[src/rtl/idct4_seq.sv]
// Sequential 4-point inverse DCT: accepts one coefficient vector, then emits
// y0..y3 one per cycle through a valid/ready output register with rounding shift.
//   state | meaning
//   IDLE  | waiting for an input vector; in_ready high
//   BUSY  | producing y[idx]; input side stalled
module idct4_seq #(
    parameter int SHIFT_1 = 7,
    parameter int SHIFT_2 = 12
) (
    input  logic               clk,
    input  logic               reset,
    input  logic               in_valid,
    output logic               in_ready,
    input  logic               stage_sel,
    input  logic signed [24:0] d_in_0,
    input  logic signed [24:0] d_in_1,
    input  logic signed [24:0] d_in_2,
    input  logic signed [24:0] d_in_3,
    output logic               out_valid,
    input  logic               out_ready,
    output logic signed [24:0] d_out,
    output logic [1:0]         out_idx,
    output logic               out_last,
    output logic               busy
);

    typedef enum logic {IDLE, BUSY} state_t;

    localparam logic signed [35:0] RND_1 = 36'sd1 <<< (SHIFT_1 - 1);
    localparam logic signed [35:0] RND_2 = 36'sd1 <<< (SHIFT_2 - 1);

    state_t             state, state_nxt;
    logic [1:0]         idx;
    logic signed [24:0] x0, x1, x2, x3;
    logic               sel;
    logic               accept, load;
    logic signed [35:0] ex0, ex1, ex2, ex3;
    logic signed [35:0] sum, res;
    logic               unused_res_hi;

    assign in_ready = (state == IDLE);
    assign busy     = (state == BUSY);
    assign accept   = in_valid && in_ready;
    assign load     = (state == BUSY) && (!out_valid || out_ready);

    always_ff @(posedge clk or negedge reset) begin
        if (!reset) state <= IDLE;
        else        state <= state_nxt;
    end

    always_comb begin
        state_nxt = state;
        case (state)
            IDLE:    if (accept) state_nxt = BUSY;
            BUSY:    if (load && idx == 2'd3) state_nxt = IDLE;
            default: state_nxt = IDLE;
        endcase
    end

    // 36-bit products and sum cannot overflow for 25-bit inputs and 7-bit coefficients
    always_comb begin
        ex0 = {{11{x0[24]}}, x0};
        ex1 = {{11{x1[24]}}, x1};
        ex2 = {{11{x2[24]}}, x2};
        ex3 = {{11{x3[24]}}, x3};
        sum = '0;
        case (idx)
            2'd0: sum = ex0 * 36'sd64 + ex1 * 36'sd83 + ex2 * 36'sd64 + ex3 * 36'sd36;
            2'd1: sum = ex0 * 36'sd64 + ex1 * 36'sd36 - ex2 * 36'sd64 - ex3 * 36'sd83;
            2'd2: sum = ex0 * 36'sd64 - ex1 * 36'sd36 - ex2 * 36'sd64 + ex3 * 36'sd83;
            default: sum = ex0 * 36'sd64 - ex1 * 36'sd83 + ex2 * 36'sd64 - ex3 * 36'sd36;
        endcase
        res = sel ? ((sum + RND_2) >>> SHIFT_2) : ((sum + RND_1) >>> SHIFT_1);
    end

    assign unused_res_hi = ^res[35:25];

    always_ff @(posedge clk or negedge reset) begin
        if (!reset) begin
            idx       <= 2'd0;
            x0        <= '0;
            x1        <= '0;
            x2        <= '0;
            x3        <= '0;
            sel       <= 1'b0;
            out_valid <= 1'b0;
            d_out     <= '0;
            out_idx   <= 2'd0;
            out_last  <= 1'b0;
        end else begin
            if (accept) begin
                x0  <= d_in_0;
                x1  <= d_in_1;
                x2  <= d_in_2;
                x3  <= d_in_3;
                sel <= stage_sel;
                idx <= 2'd0;
            end
            // A held y3 can linger into IDLE; it clears once consumed
            if (load) begin
                d_out     <= res[24:0];
                out_idx   <= idx;
                out_last  <= (idx == 2'd3);
                out_valid <= 1'b1;
                idx       <= idx + 2'd1;
            end else if (out_valid && out_ready) begin
                out_valid <= 1'b0;
            end
        end
    end

endmodule

[config.mk]
export PLATFORM = sky130hd
export DESIGN_NAME = idct4_seq
export DESIGN_NICKNAME = d
export VERILOG_FILES = /design/src/rtl/idct4_seq.sv
export SDC_FILE = /design/constraint.sdc
export NUM_CORES = 1
export LEC_CHECK = 0
export CORE_UTILIZATION = 49
export CTS_CLUSTER_DIAMETER = 30
export DETAILED_ROUTE_END_ITERATION = 10
export GPL_TIMING_DRIVEN = 0
export HOLD_SLACK_MARGIN = 0.08
export PLACE_DENSITY = 0.7
export SYNTH_ARGS = -nofsm -noshare
export SYNTH_HDL_FRONTEND = slang
export SYNTH_SLANG_ARGS = --single-unit
[constraint.sdc]
create_clock -name clk -period 7.8 [get_ports clk]
set_input_delay 1.95 -clock clk [delete_from_list [all_inputs] [get_ports clk]]
set_output_delay 1.95 -clock clk [all_outputs]
set_load 0.02 [all_outputs]
==> results of run 1 <==
cell usage after synthesis, types with 29 or more instances:
master,instances,share of area
inv_1,600,0.079
ha_1,419,0.18
fa_1,312,0.22
nand2_1,240,0.032
a21oi_1,171,0.030
o21ai_0,168,0.030
dfrtp_1,133,0.12
nor2_1,133,0.018
xnor2_1,130,0.040
a21o_1,79,0.021
nor3_1,71,0.013
xor2_1,71,0.022
clkbuf_1,70,0.0093
nand3_1,64,0.011
mux2_2,53,0.021
o21a_1,35,0.0093
nand2b_1,32,0.0071
a31oi_1,30,0.0066
a211oi_1,29,0.0077
nand4_1,29,0.0064
stage by stage:
| step | hold WS, ns | TNS, ns | utilization | instances |
|---|---|---|---|---|
| floorplan | 0.495 | -0.0120 | - | 3273 |
| global placement | 0.464 | -176.16 | 0.544 | 4164 |
| detailed placement | 0.472 | -22.27 | 0.545 | 4165 |
| CTS | 0.485 | -7.95 | 0.572 | 4239 |
| global route | 0.501 | -7.65 | 0.606 | 4306 |
| finish | 0.477 | -3.80 | 0.606 | 4306 |
timing repair:
| item | CTS | global route |
|---|---|---|
| setup buffers | 48 | 78 |
| pin swaps | 55 | 164 |
| resized for setup | 124 | 268 |
| setup endpoints to repair | 19 | 23 |
cells by family (layout without fill, tap and decap cells):
kind of cell	after synthesis	after routing	synth area share
xor+xnor	201	201	0.0621
buf+inv	680	957	0.0902
simple gates	728	728	0.126
flops	133	133	0.117
compound gates	721	721	0.169
mux	79	79	0.0303
fa+ha+maj	731	731	0.405
critical path: cells and delay by family, from the launching register on:
| family | cells | cell delay [ns] |
|---|---|---|
| AOI/OAI and AO/OA | 13 | 2.68 |
| xor gates and xnor gates | 1 | 0.19 |
| adders and majority gates | 7 | 2.75 |
| buffers and inverters | 4 | 0.28 |
| DFF | 1 | 0.44 |
| muxes | 2 | 0.50 |
| and+or+nand+nor | 6 | 1.38 |
state kept, by name (all words and copies together) (netlist names):
signal     count
sel            1
out_valid      1
out_last       1
busy           1
x2            25
idx            2
x1            25
x3            25
d_out         25
out_idx        2
x0            25
worst max path at each step:
stage / start / to / slack (ns) / cells after the start
after floorplan: x3[8] / d_out[24] / -0.008 / 33
after global placement: x1[10] / d_out[24] / -1.51 / 33
after detailed placement: x1[10] / d_out[16] / -1.64 / 33
after CTS: x3[8] / d_out[24] / -0.68 / 32
after global routing: x3[7] / d_out[24] / -0.82 / 32
final: x3[4] / d_out[24] / -0.57 / 33
final cells by class:
class                      instances  area (µm²)
fill                            4883       22400
multi-input combinational       2460       24500
sequential                       133        3360
clock inverter                    12         178
buffer                            63         269
inverter                         601        2260
clock buffer                      20         457
tap                              756         946
timing repair buffer             261        2370
per-layer routing:
layer | wire length [µm] | global-route usage | up-vias
li1 | - | - | 11600
met1 | 36300 | 0.374 | 12000
met2 | 42000 | 0.506 | 799
met3 | 5100 | 0.0388 | 193
met4 | 4420 | 0.143 | 0
met5 | 0 | 0 | -
==> impl_metrics.tcl, run 1 <==
set metrics [dict create \
    grt.total_usage 0.298 \
    yosysWarnings 0 \
    hold_class "flop to flop" \
    drt_iter0_drc 1910 \
    synth_edf_count 0 \
    slowest_delay_ns 0.59 \
    drv_cap 0 \
    hold_path_depth 2 \
    outcome "finished with violations" \
    cts.sinks 133 \
    hold_path_startpoint "out_idx[1]" \
    clk_pin_slew_ns 0.07 \
    dpl_cell_area_um2 30900 \
    place_ws_ns -1.64 \
    rr_endpoint "d_out[24]" \
    coreArea_um2 56700 \
    routed_wl_mm 87.7 \
    viasPerCell 5.71 \
    ant_nets 0 \
    critPathRequiredTime_ns 8.17 \
    crit_path_end_kind "flop" \
    hold_viol_final 0 \
    slew_headroom 0.178 \
    final_nets 4373 \
    syn_inst 3273 \
    setup_viol_count_final 12 \
    max-clock-path-buffers 2 \
    port_buffers 135 \
    final_common_cell "inv_1" \
    reg2reg_slack_ns -0.57 \
    finalInstanceArea_um2 34300 \
    rsz0062_at_grt "yes" \
    slew_violations 0 \
    drive_gt1_frac 0.161 \
    post-route-period-util 1.07 \
    io_pins 136 \
    place_hpwl_mm 70.9 \
    antenna_found_initial 2 \
    syn-num-nets 4109 \
    die_h_um 242 \
    cts_inserted_buffers 17 \
    max_clock_freq_mhz 120 \
    rows 87 \
    area_delta_synth_final_pct 21.2 \
    final_cell_mix "587 x inv_1, 363 x ha_1, 308 x fa_1" \
    worst-r2r-cell-count 33 \
    netlist_area_um2 28300 \
    hold_buffers 0 \
    worstSetupStartpointType "flop" \
    syn_area_per_cell_um2 8.66 \
    firstDrtPassIters 6 \
    critPathMaxFanout 5 \
    tightestPinTransition_ns 1.23 \
    htree_levels 4 \
    synth_ff_type "dfrtp_1" \
    synthArstFlopShare 1.00 \
    grt_pass1_vias 24000 \
    post_drt_wl_per_cell_um 20.4 \
    dieArea_um2 58800 \
    ys_seq_area_frac 0.117 \
    diodes 0 \
    cts_tree "yes" \
    finClkSkew_ns 0.0142 \
    path_class "flop to flop" \
    overflow 0 \
    grt_start_max_net_pins 83 \
    finalWorstSetupSlack_ns -0.566 \
    reg2reg_from "x3[4]" \
    grt_pass1_wl_mm 135 \
    vias 24600 \
    ys_ff_latch 133 \
    start_util 0.500 \
    hold_path_end "out_idx[1]" \
    globalplace.congestion 0.946 \
    synth.distinct_cells 91 \
    violations "setup timing" \
    period_needed_ns 8.37 \
    die_width_um 242 \
    worstPathArrival_ns 8.74 \
    slowest_stage "fa_2" \
    drc_errors 0 \
    cts_root_buffer "clkbuf_16" \
    clock_latency_ns 0.50 \
]
Power of run 1 is left out: the tool's default activity adds up to more than one toggle a clock period on the data nets, which glitch-free logic cannot reach.
==> inputs of run 2 (changes only) <==
--- a/config.mk
+++ b/config.mk
@@ -10,6 +10,7 @@
 export DETAILED_ROUTE_END_ITERATION = 10
 export GPL_TIMING_DRIVEN = 0
 export HOLD_SLACK_MARGIN = 0.08
+export MAX_ROUTING_LAYER = met4
 export PLACE_DENSITY = 0.7
 export SYNTH_ARGS = -nofsm -noshare
 export SYNTH_HDL_FRONTEND = slang
==> run 2 against run 1 <==
Net effect: the run still ends with setup timing left; critical path depth decreased by 2; clock-buffer cell count fell by 1; non-clock buffer count down 6; final area is 0.47% lower; routed wire length is 0.84% higher; cell count hardly changed; global-route usage increased by 1.6 points; clock skew increased by 0.0071 ns; maximum frequency down 0.60%; die area stayed put; core utilization decreased by 0.29 points; highest routed layer unchanged.
==> impl_metrics.tcl, run 2 (synthesis results as in run 1) <==
set metrics [dict create \
    outcome "finished with violations" \
    violations "setup timing" \
    place_hpwl_mm 71.2 \
    grt_pass1_wl_mm 138 \
    coreArea_um2 56700 \
    final_common_cell "inv_1" \
    dpl_cell_area_um2 30900 \
    die_h_um 242 \
    drive_gt1_frac 0.158 \
    rsz0062_at_grt "yes" \
    setup_viol_count_final 15 \
    crit_path_end_kind "flop" \
    cts_tree "yes" \
    max-clock-path-buffers 2 \
    tightestPinTransition_ns 1.23 \
    finClkSkew_ns 0.0213 \
    grt.total_usage 0.314 \
    post-route-util 0.603 \
    worstSetupStartpointType "flop" \
    path_class "flop to flop" \
    htree_levels 4 \
    slew_violations 0 \
    cts_inserted_buffers 17 \
    viasPerCell 5.72 \
    cts.sinks 133 \
    finalWorstSetupSlack_ns -0.616 \
    crit_family "adder cells" \
    post-route-period-util 1.08 \
    grt_start_max_net_pins 83 \
    hold_viol_final 0 \
    slowest_delay_ns 0.54 \
    slew_headroom 0.181 \
    routed_wl_mm 88.5 \
    drc_errors 0 \
    start_util 0.500 \
    clock_latency_ns 0.51 \
    cts_root_buffer "clkbuf_16" \
    hold_buffers 0 \
    rows 87 \
    ant_nets 0 \
    die_width_um 242 \
    overflow 0 \
    dieArea_um2 58800 \
    area_delta_synth_final_pct 20.6 \
    cp_num_buf_inv 5 \
    max_clock_freq_mhz 119 \
    drt_iter0_drc 1731 \
    post_drt_wl_per_cell_um 20.6 \
    period_needed_ns 8.42 \
    critPathMaxFanout 5 \
    vias 24600 \
    clk_pin_slew_ns 0.07 \
    worstPathArrival_ns 8.80 \
    slowest_stage "fa_1" \
    fill_cells 4941 \
    port_buffers 135 \
    final_nets 4367 \
    final_cell_mix "591 x inv_1, 374 x ha_1, 309 x fa_1" \
    globalplace.congestion 0.967 \
    critPathRequiredTime_ns 8.18 \
    antenna_found_initial 2 \
    hold_class "flop to flop" \
    finalInstanceArea_um2 34200 \
    firstDrtPassIters 6 \
    drv_cap 0 \
    io_pins 136 \
    grt_pass1_vias 24900 \
    cpMostUsedCell "fa_1" \
]
run 2: cell count changes in the layout (fill, tap and decap cells not counted), moves of 4 or more:
| cell | before | now |
|---|---|---|
| nor3_1 | 61 | 56 |
| mux2i_1 | 21 | 17 |
| inv_2 | 13 | 9 |
| inv_1 | 587 | 591 |
| ha_1 | 363 | 374 |
| o21ai_0 | 139 | 143 |
| buf_4 | 118 | 110 |
| ha_4 | 47 | 36 |
| mux2i_2 | 3 | 7 |
| xor2_2 | 12 | 8 |
run 2: worst reg2reg max path, delay by kind of cell, from the launching register on:
family	cells	cell delay [ns]
adder cells (fa/ha/maj)	7	2.91
AO/OA/AOI/OAI	10	2.19
buffers and inverters	5	0.46
AND/OR/NAND/NOR	6	1.43
multiplexers	2	0.53
flip-flops	1	0.47
XOR/XNOR	1	0.33
run 2: area by class of cell:
| class | instances | area, µm² | share of cell area |
|---|---|---|---|
| clock inverters | 13 | 174 | 0.00509 |
| flip-flops and latches | 133 | 3360 | 0.0984 |
| plain buffers | 65 | 272 | 0.00794 |
| diodes | 2 | 5.00 | 0.000146 |
| inverters | 601 | 2260 | 0.0660 |
| clock buffers | 19 | 453 | 0.0132 |
| multi-input cells | 2460 | 24400 | 0.714 |
| repair buffers | 253 | 2290 | 0.0671 |
| well taps | 756 | 946 | 0.0277 |
run 2: final timing paths:
check	startpoint	end	slack (ns)	depth (start not counted)
setup / recovery	x3[7]	d_out[24]	-0.62	31
hold / removal	out_idx[0]	out_idx[0]	0.48	2
setup reg to reg	x3[7]	d_out[24]	-0.62	31
hold reg to reg	out_idx[0]	out_idx[0]	0.48	2
max in group asynchronous	reset	x0[24]	5.57	2
min in group asynchronous	reset	x3[4]	1.38	1
run 2: metrics by stage:
stage	hold slack [ns]	instances	setup WS, ns	TNS (ns)
global placement	0.465	4164	-1.53	-179.07
floorplan	0.495	3273	-0.00831	-0.0120
global route	0.515	4300	-0.824	-9.03
detailed placement	0.474	4165	-1.64	-22.00
CTS	0.487	4260	-0.511	-3.53
finish	0.480	4302	-0.616	-4.70
run 2: repair_timing:
item | CTS | global route
pin swaps | 77 | 102
resized for setup | 232 | 142
hold endpoints to repair | 0 | 0
endpoints found under the setup margin | 19 | 21
buffers inserted | 74 | 43
run 2: routing by layer:
layer / part of all wire / track usage
met5: 0 / -
met1: 0.42 / 0.383
met2: 0.48 / 0.520
met3: 0.049 / 0.0309
met4: 0.050 / 0.156
Power of run 2 is left out for the same reason.
